File: src/rtl/m_fb_pkg.sv
// rtl/m_fb_pkg.sv - framebuffer writer shared geometry, widths and state encoding
package m_fb_pkg;

  localparam int SCR_W   = 160;
  localparam int SCR_H   = 120;
  localparam int FB_SIZE = SCR_W * SCR_H;
  localparam int FB_AW   = 15;
  localparam int COLOR_W = 12;
  localparam int X_W     = 8;
  localparam int Y_W     = 7;

  typedef enum logic [1:0] {
    ST_IDLE  = 2'd0,
    ST_DRAIN = 2'd1,
    ST_CLEAR = 2'd2
  } fb_state_e;

  typedef struct packed {
    logic [X_W-1:0]     x;
    logic [Y_W-1:0]     y;
    logic [COLOR_W-1:0] color;
  } px_entry_t;

  localparam int PX_ENTRY_W = $bits(px_entry_t);

endpackage

File: src/rtl/m_px_fifo.sv
// rtl/m_px_fifo.sv - synchronous pixel FIFO with full/empty flags and occupancy count
module m_px_fifo #(
  parameter int DEPTH = 4,
  parameter int W     = 27
) (
  input  logic                     clock,
  input  logic                     reset,
  input  logic                     push,
  input  logic [W-1:0]             push_data,
  input  logic                     pop,
  output logic [W-1:0]             head_data,
  output logic                     full,
  output logic                     empty,
  output logic [$clog2(DEPTH):0]   count
);

  localparam int AW = $clog2(DEPTH);
  localparam int CW = AW + 1;

  logic [W-1:0]  mem [DEPTH];
  logic [AW-1:0] wr_ptr;
  logic [AW-1:0] rd_ptr;
  logic          do_push;
  logic          do_pop;

  assign full      = (count == CW'(DEPTH));
  assign empty     = (count == '0);
  assign do_push   = push && !full;
  assign do_pop    = pop && !empty;
  assign head_data = mem[rd_ptr];

  // Pointers wrap naturally because DEPTH is a power of two.
  always_ff @(posedge clock or posedge reset) begin
    if (reset) begin
      wr_ptr <= '0;
      rd_ptr <= '0;
      count  <= '0;
    end else begin
      if (do_push) wr_ptr <= wr_ptr + AW'(1);
      if (do_pop)  rd_ptr <= rd_ptr + AW'(1);
      case ({do_push, do_pop})
        2'b10:   count <= count + CW'(1);
        2'b01:   count <= count - CW'(1);
        default: count <= count;
      endcase
    end
  end

  always_ff @(posedge clock) begin
    if (do_push) mem[wr_ptr] <= push_data;
  end

endmodule

File: src/rtl/m_fb_writer.sv
// rtl/m_fb_writer.sv - queued pixel writer and screen clear onto a shared framebuffer port
module m_fb_writer
  import m_fb_pkg::*;
#(
  parameter int SCR_W      = m_fb_pkg::SCR_W,
  parameter int SCR_H      = m_fb_pkg::SCR_H,
  parameter int FIFO_DEPTH = 4
) (
  input  logic               clock,
  input  logic               reset,
  input  logic               px_valid,
  output logic               px_ready,
  input  logic [X_W-1:0]     px_x,
  input  logic [Y_W-1:0]     px_y,
  input  logic [COLOR_W-1:0] px_color,
  input  logic               clr_req,
  input  logic [COLOR_W-1:0] clr_color,
  output logic               clr_busy,
  input  logic               mem_busy,
  output logic [FB_AW-1:0]   fb_addr,
  output logic [COLOR_W-1:0] fb_data,
  output logic               fb_wren,
  output logic [7:0]         drop_count
);

  localparam int CW        = $clog2(FIFO_DEPTH) + 1;
  localparam int FB_SIZE_P = SCR_W * SCR_H;

  fb_state_e          state;
  fb_state_e          state_next;
  px_entry_t          in_entry;
  px_entry_t          head;
  logic               fifo_full;
  logic               fifo_empty;
  logic [CW-1:0]      fifo_count;
  logic               fifo_push;
  logic               fifo_pop;
  logic               fifo_empty_next;
  logic               px_accept;
  logic               px_in_range;
  logic               clr_start;
  logic               clr_last;
  logic [COLOR_W-1:0] clr_color_q;
  logic [FB_AW-1:0]   clr_addr;
  logic               wr_en;
  logic [FB_AW-1:0]   wr_addr;
  logic [COLOR_W-1:0] wr_data;

  assign px_ready    = !fifo_full && (state == ST_IDLE);
  assign clr_busy    = (state != ST_IDLE);
  assign px_accept   = px_valid && px_ready;
  assign px_in_range = (32'(px_x) < SCR_W) && (32'(px_y) < SCR_H);
  assign fifo_push   = px_accept && px_in_range;
  assign clr_start   = (state == ST_IDLE) && clr_req;
  assign clr_last    = (clr_addr == FB_AW'(FB_SIZE_P - 1));
  assign in_entry    = '{x: px_x, y: px_y, color: px_color};

  // A pixel accepted alongside clr_req lands in the FIFO, so it decides DRAIN vs CLEAR.
  assign fifo_empty_next = !fifo_push && (fifo_empty || (fifo_pop && fifo_count == CW'(1)));

  m_px_fifo #(
    .DEPTH (FIFO_DEPTH),
    .W     (PX_ENTRY_W)
  ) u_px_fifo (
    .clock     (clock),
    .reset     (reset),
    .push      (fifo_push),
    .push_data (in_entry),
    .pop       (fifo_pop),
    .head_data (head),
    .full      (fifo_full),
    .empty     (fifo_empty),
    .count     (fifo_count)
  );

  always_ff @(posedge clock or posedge reset) begin
    if (reset) state <= ST_IDLE;
    else       state <= state_next;
  end

  always_comb begin
    state_next = state;
    case (state)
      ST_IDLE:  if (clr_req) state_next = fifo_empty_next ? ST_CLEAR : ST_DRAIN;
      ST_DRAIN: if (fifo_pop && fifo_count == CW'(1)) state_next = ST_CLEAR;
      ST_CLEAR: if (wr_en && clr_last) state_next = ST_IDLE;
      default:  state_next = ST_IDLE;
    endcase
  end

  always_comb begin
    fifo_pop = 1'b0;
    wr_en    = 1'b0;
    wr_addr  = clr_addr;
    wr_data  = clr_color_q;
    case (state)
      ST_IDLE, ST_DRAIN: begin
        if (!fifo_empty && !mem_busy) begin
          fifo_pop = 1'b1;
          wr_en    = 1'b1;
          wr_addr  = FB_AW'(32'(head.y) * SCR_W + 32'(head.x));
          wr_data  = head.color;
        end
      end
      ST_CLEAR: wr_en = !mem_busy;
      default: ;
    endcase
  end

  always_ff @(posedge clock or posedge reset) begin
    if (reset) begin
      fb_wren <= 1'b0;
      fb_addr <= '0;
      fb_data <= '0;
    end else begin
      fb_wren <= wr_en;
      if (wr_en) begin
        fb_addr <= wr_addr;
        fb_data <= wr_data;
      end
    end
  end

  // Clear address only advances on granted edges, so mem_busy simply holds it.
  always_ff @(posedge clock or posedge reset) begin
    if (reset) begin
      clr_color_q <= '0;
      clr_addr    <= '0;
    end else if (clr_start) begin
      clr_color_q <= clr_color;
      clr_addr    <= '0;
    end else if (state == ST_CLEAR && wr_en) begin
      clr_addr <= clr_last ? '0 : clr_addr + FB_AW'(1);
    end
  end

  always_ff @(posedge clock or posedge reset) begin
    if (reset) begin
      drop_count <= '0;
    end else if (px_accept && !px_in_range && drop_count != 8'hFF) begin
      drop_count <= drop_count + 8'd1;
    end
  end

endmodule

File: config.mk
export PLATFORM = sky130hd
export DESIGN_NAME = m_fb_writer
export DESIGN_NICKNAME = d
export VERILOG_FILES = /design/src/rtl/m_fb_pkg.sv /design/src/rtl/m_px_fifo.sv /design/src/rtl/m_fb_writer.sv
export SDC_FILE = /design/constraint.sdc
export NUM_CORES = 1
export LEC_CHECK = 0
export BUFFER_PORTS_ARGS = -buffer_cell sky130_fd_sc_hd__buf_2
export CAP_MARGIN = 20
export CORE_UTILIZATION = 55
export CTS_BUF_LIST = sky130_fd_sc_hd__clkbuf_4 sky130_fd_sc_hd__clkbuf_8
export DETAILED_ROUTE_END_ITERATION = 12
export PLACE_DENSITY = 0.75
export RECOVER_POWER = 100
export SLEW_MARGIN = 20
export SYNTH_ARGS = -nofsm -noshare
export SYNTH_HDL_FRONTEND = slang
export SYNTH_SLANG_ARGS = --single-unit
export TNS_END_PERCENT = 50
File: constraint.sdc
create_clock -name clock -period 9.7 [get_ports clock]
set_input_delay 1.455 -clock clock [delete_from_list [all_inputs] [get_ports clock]]
set_output_delay 1.455 -clock clock [all_outputs]
set_load 0.02 [all_outputs]
==> qor.yml <==
gr-total-overflow: 0
die_h_um: 120.4
number_of_i_o_pins: 82
finish.net_count: 674
violations: "max-capacitance violations, max-slew violations"
clk-insertion-delay-late_ps: 460
clkSinkCount: 180
power.total_mw: 2.611
sw_frac_of_total: 0.3796
clockPowerShare: 0.203
placed_area_mm2: 0.008292
gr-usage-all-layers: 0.2265
synth_async_sr_flop_share: 0.4000
first_pass_grt_wire_length_mm: 24.14
endpoint_arrival_time_on_the_critical_path_ps: 4300
register_area_share_after_synthesis: 0.6549
detailedPlacementHpwl_mm: 10.42
crit_end_element: "async pin"
synth_simple_gate_area_share: 0.07893
cts_htree_levels: 4
timing_worst_setup_path_type: "input port to async pin"
number_of_antenna_violations_at_the_first_check_in_global_routing: 0
share_of_synthesized_area_spent_on_multiplexers: 0.09924
dieWidth_um: 120.4
cts.path.max_buffers: 2
ff2ff_path_depth: 11
unrepaired_setup_endpoints_after_global_routing: "no"
p_per_area_mw_per_mm2: 305.5
clock-root-buffer: "clkbuf_8"
yosysMostFrequentCell: "edfxtp_1"
power.leakage_nw: 3.226
critical_path_required_ps: 9400
portBuffers: 81
worst_r2r_startpoint: "u_px_fifo.rd_ptr[0]"
report.final.slew_viol_count: 159
min_delay_path_depth: 2
synth.cells.most_frequent: "edfxtp_1 (108), dfrtp_1 (72), nand2_1 (64), mux4_2 (27), nor2_1 (25)"
rel_slew_slack: -1.547
element_type_at_the_critical_path_start: "input port"
synthCells: 516
final_cell_area_mm2: 0.008546
worst_clock_skew_ps: 11.33
seq_power_share: 0.416
postRouteAntennaNets: 0
initial_utilization: 0.5726
hold_worst_path_end: "fb_data[2]"
timing.max_cap.violations: 4
synth-seq-cells: 180
area_delta_synth_final_pct: 10.93
syn_area_per_cell_um2: 14.93
final_min_period_over_clock_period: 0.4747
synth-edff-count: 108
drive_gt1_frac: 0.1507
synth_cell_types: 51
finalCriticalPeriod_ps: 4605
max-vdd-ir-drop_mv: 0.1668
cell_internal_pwr_mw: 1.620
finalCoreUtilization: 0.6352
final_wl_mm: 15.29
yosys.area_share.adder: 0.04418
post_cts.resized_instances: 0
synth.cell_area_mm2: 0.007704
grt_pass1_vias: 4669
synth-xor-area-share: 0.03752
cts_inserted_buffers: 17
yosysTopAreaCellShare: 0.4210
hold_path_class: "flip-flop to flip-flop"
sum_of_negative_setup_slack_ps: 0
min_from: "clr_color_q[2]"
drt-initial-drc-count: 356
setup_violations: 0
worst-r2r-setup-slack_ps: 5330
viasPerCell: 5.738
grt_max_degree: 73
drtPass1Iterations: 7
synth_compound_area_frac: 0.06383
synth_top_cell_by_area: "edfxtp_1"
finalHoldViolCount: 0
path_max_fanout: 72
route.vias.total: 4550
top_cells_by_area_synth: "edfxtp_1 (42%), dfrtp_1 (23%), mux4_2 (7.9%)"
ys_warn_count: 0
floorplan_die_area_mm2: 0.01448
core.rowCount: 42
synth-main-ff-cell: "edfxtp_1"
drt-wirelength-per-cell_um: 19.29
mappedNetlistNets: 586
critical_path.reg2reg.endpoint: "fb_addr[13]"
worst_slew_pin_slew_ps: 3820
clock_tree_from_tritoncts: "done"
post_cts_setup_buffer_count: 0
drcViolationCount: 0
combinationalPowerShare: 0.381
path_clk_slew_ps: 100
outcome: "complete, but fails checks"
antennaDiodeCount: 0
placeableCoreArea_mm2: 0.01345
power.net_switching_uw: 991.1
main_combinational_cell_family_by_area_after_synthesis: "multiplexers"
place_congestion: 0.8247
post_cts_hold_buffer_count: 0
timing.fmax_mhz: 217.2
==> sequential cells by signal (all words and copies together), names as in the netlist <==
signal and flops:
drop_count 8, fb_addr 15, u_px_fifo.mem 108, clr_color_q 12, u_px_fifo.wr_ptr 2, state 2, fb_data 12, fb_wren 1
u_px_fifo.rd_ptr 2, clr_addr 15, u_px_fifo.count 3
==> critical path, cell delays in order <==
cell      delay (ps)
buf_2            100
inv_1             40
clkbuf_1        2680
==> area by class of cell <==
cell class	count	area, µm²
Sequential cell	180	5045
Fill cell	1025	4907
Multi-Input combinational cell	298	2429
Timing Repair Buffer	88	357.8
Clock buffer	17	234.0
Tap cell	176	220.2
Clock inverter	15	188.9
Inverter	19	71.32
==> per-layer routing <==
layer | GRT usage | share of wire | wire [µm]
met5 | 0 | 0 | 0
met4 | 0.09182 | 0.021 | 328
met3 | 0.05566 | 0.044 | 674
met2 | 0.3517 | 0.49 | 7464
met1 | 0.3094 | 0.45 | 6826
==> cell usage in the layout, fill, tap and decap left out, drive strengths merged, types with 14 or more instances in the layout <==
master,netlist,layout
a22oi,22,22
mux4,27,27
a21oi,14,14
clkbuf,9,87
inv,19,25
xor2,18,18
xnor2,15,15
buf,10,18
nand2,64,64
ha,24,24
o21ai,15,15
edfxtp,108,108
nor2,29,29
dfrtp,72,72
==> per-stage QoR <==
stage | hold WS (ps) | setup WS [ps] | instances
global route | 500.0 | 4242 | 793
detailed placement | 456.6 | 5850 | 761
finish | 473.2 | 5095 | 793
floorplan | 434.8 | 6274 | 516
CTS | 474.3 | 5838 | 793
global placement | 448.5 | 5944 | 761
==> cells by family (layout without fill, tap and decap cells) <==
logic type | Yosys count | in the layout
flops | 180 | 180
simple gates | 131 | 131
compound gates | 67 | 67
mux | 41 | 41
buf+inv | 38 | 139
xor+xnor | 33 | 33
fa+ha+maj | 26 | 26
==> worst max-delay path by stage <==
| stage | slack [ps] | endpoint | startpoint | depth (start not counted) |
|---|---|---|---|---|
| floorplan | 6270 | fb_addr[13] | u_px_fifo.rd_ptr[0] | 13 |
| global placement | 5940 | fb_addr[13] | u_px_fifo.rd_ptr[0] | 11 |
| detailed placement | 5850 | fb_addr[13] | u_px_fifo.rd_ptr[0] | 11 |
| CTS | 5840 | fb_addr[13] | u_px_fifo.rd_ptr[0] | 11 |
| global route | 4240 | clr_addr[5] | reset | 3 |
| finish | 5100 | fb_addr[5] | reset | 3 |
==> power by group through the flow <==
stage	Sequential, mW	Combinational, mW	Clock (mW)
6_report	1.09	0.994	0.531
5_1_grt	1.10	1.09	0.567
4_1_cts	1.09	1.03	0.541
3_5_place_dp	1.10	1.03	0
3_3_place_gp	1.09	0.992	0
2_1_floorplan	1.11	0.742	0
No activity file was read; power rests on OpenSTA's default activity.
